## config.mk

```make
export PLATFORM = sky130hd
export DESIGN_NAME = iter_mul_unit
export DESIGN_NICKNAME = d
export VERILOG_FILES = /design/src/rtl/iter_mul_unit_pkg.sv /design/src/rtl/iter_mul_unit_mul_step.sv /design/src/rtl/iter_mul_unit.sv
export SDC_FILE = /design/constraint.sdc
export NUM_CORES = 1
export LEC_CHECK = 0
export CORE_UTILIZATION = 58
export CTS_BUF_LIST = sky130_fd_sc_hd__clkbuf_2
export DETAILED_ROUTE_END_ITERATION = 8
export GPL_TIMING_DRIVEN = 0
export PLACE_DENSITY = 0.94
export SETUP_SLACK_MARGIN = 0.4
export SLEW_MARGIN = 20
export SYNTH_ARGS = -nofsm -noshare
export SYNTH_HDL_FRONTEND = slang
export SYNTH_SLANG_ARGS = --single-unit
export TNS_END_PERCENT = 10
```

## constraint.sdc

```tcl
create_clock -name clk -period 8.5 [get_ports clk]
set_clock_uncertainty 0.15 [all_clocks]
set_input_delay 1.7 -clock clk [delete_from_list [all_inputs] [get_ports clk]]
set_output_delay 1.7 -clock clk [all_outputs]
set_load 0.05 [all_outputs]
```

## src/rtl/iter_mul_unit_pkg.sv

```systemverilog
// Shared types for the iterative multiplier: uop encoding, FSM states, and
// the uop-to-signedness decode plus a hex-digit helper for the trace string.
package iter_mul_unit_pkg;

  typedef enum logic [3:0] {
    OP_ADD    = 4'd0,
    OP_SUB    = 4'd1,
    OP_MUL    = 4'd8,
    OP_MULH   = 4'd9,
    OP_MULHSU = 4'd10,
    OP_MULHU  = 4'd11
  } rv_uop;

  typedef enum logic [1:0] {
    ST_IDLE = 2'd0,
    ST_CALC = 2'd1,
    ST_DONE = 2'd2
  } mul_state_e;

  typedef struct packed {
    logic op1_signed;
    logic op2_signed;
    logic take_high;
  } mul_ctrl_t;

  localparam int TRACE_CHARS = 7;

  // Anything that is not a high-half multiply behaves as OP_MUL.
  function automatic mul_ctrl_t mul_ctrl(input rv_uop uop);
    mul_ctrl_t c;
    c = '0;
    case (uop)
      OP_MULH:   c = '{op1_signed: 1'b1, op2_signed: 1'b1, take_high: 1'b1};
      OP_MULHSU: c = '{op1_signed: 1'b1, op2_signed: 1'b0, take_high: 1'b1};
      OP_MULHU:  c = '{op1_signed: 1'b0, op2_signed: 1'b0, take_high: 1'b1};
      default:   c = '0;
    endcase
    return c;
  endfunction

  function automatic logic [7:0] hex_char(input logic [3:0] v);
    return (v < 4'd10) ? (8'h30 + {4'h0, v}) : (8'h57 + {4'h0, v});
  endfunction

endpackage

```

## src/rtl/iter_mul_unit_mul_step.sv

```systemverilog
// One shift-add iteration: adds multiplicand * B-bit multiplier slice,
// aligned to bit position cnt*B, into the 2N-bit accumulator.
module mul_step #(
  parameter int N  = 32,
  parameter int B  = 1,
  parameter int CW = 6
) (
  input  logic [2*N-1:0] acc_i,
  input  logic [N-1:0]   mcand_i,
  input  logic [B-1:0]   slice_i,
  input  logic [CW-1:0]  cnt_i,
  output logic [2*N-1:0] acc_o
);
  localparam int SW = $clog2(2 * N);

  logic [2*N-1:0] pp;
  logic [SW-1:0]  shamt;

  always_comb begin
    pp    = {{N{1'b0}}, mcand_i} * {{(2*N-B){1'b0}}, slice_i};
    shamt = SW'(cnt_i) * SW'(B);
    acc_o = acc_i + (pp << shamt);
  end

endmodule

```

## src/rtl/iter_mul_unit.sv

```systemverilog
// Multi-cycle RV32M multiply execute unit: multiplies magnitudes B bits per
// cycle, then fixes the sign once at the end. val/rdy on both sides.
module iter_mul_unit
  import iter_mul_unit_pkg::*;
#(
  parameter int p_addr_bits      = 32,
  parameter int p_data_bits      = 32,
  parameter int p_seq_num_bits   = 5,
  parameter int p_bits_per_cycle = 1
) (
  input  logic                      clk,
  input  logic                      rst,
  input  logic                      d_val,
  output logic                      d_rdy,
  input  logic [p_addr_bits-1:0]    d_pc,
  input  logic [p_seq_num_bits-1:0] d_seq_num,
  input  logic [p_data_bits-1:0]    d_op1,
  input  logic [p_data_bits-1:0]    d_op2,
  input  logic [4:0]                d_waddr,
  input  rv_uop                     d_uop,
  output logic                      w_val,
  input  logic                      w_rdy,
  output logic [p_addr_bits-1:0]    w_pc,
  output logic [p_seq_num_bits-1:0] w_seq_num,
  output logic [4:0]                w_waddr,
  output logic [p_data_bits-1:0]    w_wdata,
  output logic                      w_wen,
  output logic [8*TRACE_CHARS-1:0]  trace
);
  localparam int N  = p_data_bits;
  localparam int B  = p_bits_per_cycle;
  localparam int K  = N / B;
  localparam int CW = $clog2(K + 1);
  localparam logic [CW-1:0] LAST = CW'(K - 1);

  mul_state_e                state_q, state_d;
  logic [CW-1:0]             cnt_q, cnt_d;
  logic [2*N-1:0]            acc_q, acc_d, step_acc;
  logic [N-1:0]              mcand_q, mcand_d;
  logic [N-1:0]              mplier_q, mplier_d;
  logic                      neg_q, neg_d;
  logic                      take_high_q, take_high_d;
  logic [p_addr_bits-1:0]    pc_q, pc_d;
  logic [p_seq_num_bits-1:0] seq_q, seq_d;
  logic [4:0]                waddr_q, waddr_d;
  mul_ctrl_t                 ctrl_in;
  logic                      sign1, sign2;
  logic [7:0]                cnt8, seq8, st_ch;

  mul_step #(.N(N), .B(B), .CW(CW)) u_step (
    .acc_i   (acc_q),
    .mcand_i (mcand_q),
    .slice_i (mplier_q[B-1:0]),
    .cnt_i   (cnt_q),
    .acc_o   (step_acc)
  );

  always_comb begin
    state_d     = state_q;
    cnt_d       = cnt_q;
    acc_d       = acc_q;
    mcand_d     = mcand_q;
    mplier_d    = mplier_q;
    neg_d       = neg_q;
    take_high_d = take_high_q;
    pc_d        = pc_q;
    seq_d       = seq_q;
    waddr_d     = waddr_q;
    ctrl_in     = mul_ctrl(d_uop);
    sign1       = ctrl_in.op1_signed & d_op1[N-1];
    sign2       = ctrl_in.op2_signed & d_op2[N-1];

    case (state_q)
      ST_IDLE: begin
        if (d_val) begin
          pc_d        = d_pc;
          seq_d       = d_seq_num;
          waddr_d     = d_waddr;
          take_high_d = ctrl_in.take_high;
          // -(most negative) wraps to 2^(N-1), which is the correct magnitude unsigned
          mcand_d     = sign1 ? -d_op1 : d_op1;
          mplier_d    = sign2 ? -d_op2 : d_op2;
          neg_d       = sign1 ^ sign2;
          acc_d       = '0;
          cnt_d       = '0;
          state_d     = ST_CALC;
        end
      end
      ST_CALC: begin
        acc_d    = step_acc;
        mplier_d = mplier_q >> B;
        cnt_d    = cnt_q + CW'(1);
        if (cnt_q == LAST) begin
          state_d = ST_DONE;
          if (neg_q) acc_d = -step_acc;
        end
      end
      ST_DONE: begin
        if (w_rdy) state_d = ST_IDLE;
      end
      default: state_d = ST_IDLE;
    endcase
  end

  always_ff @(posedge clk or negedge rst) begin
    if (!rst) begin
      state_q     <= ST_IDLE;
      cnt_q       <= '0;
      acc_q       <= '0;
      mcand_q     <= '0;
      mplier_q    <= '0;
      neg_q       <= 1'b0;
      take_high_q <= 1'b0;
      pc_q        <= '0;
      seq_q       <= '0;
      waddr_q     <= '0;
    end else begin
      state_q     <= state_d;
      cnt_q       <= cnt_d;
      acc_q       <= acc_d;
      mcand_q     <= mcand_d;
      mplier_q    <= mplier_d;
      neg_q       <= neg_d;
      take_high_q <= take_high_d;
      pc_q        <= pc_d;
      seq_q       <= seq_d;
      waddr_q     <= waddr_d;
    end
  end

  always_comb begin
    d_rdy     = (state_q == ST_IDLE);
    w_val     = (state_q == ST_DONE);
    w_wen     = (state_q == ST_DONE);
    w_pc      = pc_q;
    w_seq_num = seq_q;
    w_waddr   = waddr_q;
    w_wdata   = take_high_q ? acc_q[2*N-1:N] : acc_q[N-1:0];
  end

  // Trace format "S cc ss": state letter, iteration counter, seq_num (hex).
  always_comb begin
    cnt8 = 8'(cnt_q);
    seq8 = 8'(seq_q);
    case (state_q)
      ST_IDLE: st_ch = "I";
      ST_CALC: st_ch = "C";
      ST_DONE: st_ch = "D";
      default: st_ch = "?";
    endcase
    trace = {st_ch, 8'h20, hex_char(cnt8[7:4]), hex_char(cnt8[3:0]),
             8'h20, hex_char(seq8[7:4]), hex_char(seq8[3:0])};
  end

endmodule

```

==> impl_metrics.tcl <==
set metrics [dict create \
    status "finished, violations left" \
    violations "design-rule violations" \
    synth_edf_count 0 \
    die_height_um 177 \
    critical_path_class "reg -> reg" \
    start_util 0.594 \
    core-area_um2 29900 \
    grt_use_met3 0.114 \
    ant_nets 0 \
    synth.top_cells.by_area "dfrtp_1 (25%), o21ai_0 (6.9%), nand2_1 (6.8%)" \
    dpl-instance-area_um2 20500 \
    yosys_register_bits 180 \
    hpwl_um 60400 \
    vias 20200 \
    grt.met1_usage 0.548 \
    whs_endpoint "mplier_q[19]" \
    rows 63 \
    met2_usage 0.744 \
    comb_power_share 0.727 \
    final_util 0.698 \
    yosysSeqAreaShare 0.254 \
    finalHoldViolCount 0 \
    track_usage 0.475 \
    r2r_end "acc_q[53]" \
    clkTransAtPathRegs_ns 0.29 \
    synth_area_um2 17700 \
    cts-root-buf "clkbuf_2" \
    yosysTopAreaCellShare 0.254 \
    p_per_area_nw_per_um2 360 \
    reg2reg_depth 27 \
    grt_pass1_vias 19200 \
    yosysWarnings 0 \
    gp_congestion 1.11 \
    clock_sinks 180 \
    cts_made_buffers 17 \
    clock_latency_ns 0.91 \
    io_pins 247 \
    power_switching_uw 4380 \
    yosysMostFrequentCell "nand2_1" \
    finalCritPeriodShare 0.928 \
    die_area_um2 31300 \
    die_w_um 177 \
    hold_depth 2 \
    h-tree-depth 4 \
    timing.hold.ws_ns 0.383 \
    synthFlopType "dfrtp_1" \
    first_pass_iters 9 \
    wl_per_cell_um 25.3 \
    fillers 2339 \
    setup_viol 0 \
    max_freq_ghz 0.127 \
    clockBufferDepth 2 \
    slew_viol_final 0 \
    synth_area_leader_cell "dfrtp_1" \
    port_buffers 211 \
    async_reset_ff_frac 1.00 \
    cp_data_required_time_ns 9.11 \
    final_cell_count_no_fill 2964 \
    drive_gt1_frac 0.105 \
    rr_startpoint "cnt_q[0]" \
    cts_hold_buf 0 \
    maxCapViolCount 0 \
    overflow 0 \
    synthCells 2289 \
    path_max_fanout 10 \
    routed_wl_um 75000 \
    synth.avg_cell_area_um2 7.75 \
    max_slew.worst_pin.slew_ns 1.09 \
    slew_headroom 0.271 \
    grt-busiest-layer "met2" \
    leakage_uw 0.00848 \
    grt_max_degree 73 \
    end_kind "flop" \
    nNetsFinal 2746 \
    grt_pass1_wl_um 112000 \
    drt-initial-drc-count 2453 \
    synth_common_cells "nand2_1 (322), o21ai_0 (246), nor2_1 (181)" \
    rsz0062_at_grt "true" \
    critPathLaunchType "flop" \
    crit_arrival_ns 8.50 \
    worstHoldPathType "reg -> reg" \
    vias_per_cell 6.80 \
    antenna_found_initial 4 \
    dpl.cell_count 2924 \
    synthDistinctLibCells 109 \
    p_clk_frac 0.070 \
    switching_share 0.583 \
    final_area_um2 20800 \
    holdCritStartpoint "mplier_q[19]" \
    seqPwrFrac 0.203 \
    cts_tree "done" \
    period_minus_slack_ns 7.89 \
    drc 2 \
    intPower_uw 3130 \
    syn_to_final_growth_pct 17.5 \
    reg2reg_setup_slack_ns 0.61 \
    peakVddDrop_mv 0.369 \
]
## cells by family after synthesis
family	count (synthesis)	synth area share
other	2	0.000423
and+or+nand+nor	828	0.224
AOI/OAI and AO/OA	687	0.239
muxes	142	0.0932
xor gates and xnor gates	151	0.0746
adders and majority gates	75	0.0533
DFF	180	0.254
buffers and inverters	224	0.0614
## cell usage in the layout, fill, tap and decap left out, types with 40 or more instances in the layout
| cell type | instances |
|---|---|
| nand2_1 | 322 |
| nand4_1 | 47 |
| mux2_2 | 86 |
| inv_1 | 41 |
| clkbuf_1 | 95 |
| nor3_1 | 40 |
| dfrtp_1 | 180 |
| mux2i_1 | 46 |
| xor2_1 | 81 |
| and2_1 | 40 |
| a21oi_1 | 159 |
| xnor2_1 | 70 |
| clkdlybuf4s50_1 | 210 |
| o21ai_0 | 246 |
| ha_1 | 74 |
| nor2_1 | 181 |
| buf_4 | 47 |
| nand3_1 | 48 |
## through the flow
step	total power (uW)	TNS [ns]	setup WS (ns)
CTS	7260	0	0.470
floorplan	5040	0	2.28
finish	7510	0	0.611
global route	7820	0	0.364
global placement	6600	-310.88	-1.75
detailed placement	6730	0	0.0646
## power groups by stage
stage | Combinational [uW] | Sequential [uW] | Clock, uW
2_1_floorplan | 3290 | 1750 | 0
3_3_place_gp | 5110 | 1490 | 0
3_5_place_dp | 5220 | 1520 | 0
4_1_cts | 5250 | 1500 | 510
5_1_grt | 5730 | 1540 | 541
6_report | 5460 | 1520 | 525
## cell type report
type	instances	area (um2)	share of cell area
flip-flops and latches	180	4500	0.216
repair buffers	217	2200	0.106
diodes	4	10.0	0.000480
inverters	42	158	0.00756
well taps	390	488	0.0234
multi-input cells	1917	12300	0.589
clock buffers	18	90.1	0.00432
clock inverters	14	169	0.00810
plain buffers	182	936	0.0449
## worst max path at each step
stage | startpoint | endpoint | slack, ns
finish | cnt_q[0] | acc_q[53] | 0.61
global route | cnt_q[0] | acc_q[58] | 0.36
CTS | cnt_q[0] | acc_q[53] | 0.47
detailed placement | cnt_q[0] | acc_q[53] | 0.06
global placement | rst | acc_q[57] | -1.75
floorplan | cnt_q[0] | acc_q[53] | 2.28
## sequential cells by signal, summed over array words and instances (netlist names)
signal       count
w_seq_num        5
w_waddr          5
cnt_q            6
mplier_q        32
take_high_q      1
neg_q            1
acc_q           64
mcand_q         32
w_pc            32
state_q          2
## layer usage
metal	routed length [um]	up-vias
li1	-	8750
met2	33000	1532
met3	7780	419
met4	7540	0
met1	26700	9452
met5	0	-
## critical path, stage by stage (launching register included)
cell and delay, ns:
dfrtp_1 0.44, clkbuf_1 0.38, buf_2 0.37, buf_2 0.33, clkbuf_1 0.48, nand3_1 0.12, o21ai_0 0.23, nand2_1 0.14
o21ai_0 0.47, mux2i_1 0.23, nor2_1 0.13, a21oi_1 0.05, o22ai_1 0.40, ha_1 0.20, buf_2 0.21, nand2_1 0.15
nor4_1 0.50, nand2_1 0.22, a31oi_1 0.36, o311a_1 0.34, o21ai_0 0.15, a222oi_1 0.34, buf_4 0.18, o211ai_1 0.17
and4bb_4 0.49, a211oi_1 0.11, a41o_1 0.22, a221o_1 0.26
## what timing repair did
action / CTS / global route
buffers inserted: 0 / 4
gates resized for setup: 3 / 3
pin swaps: 0 / 2
endpoints found under the setup margin: 15 / 18
No activity file was read; power rests on OpenSTA's default activity.
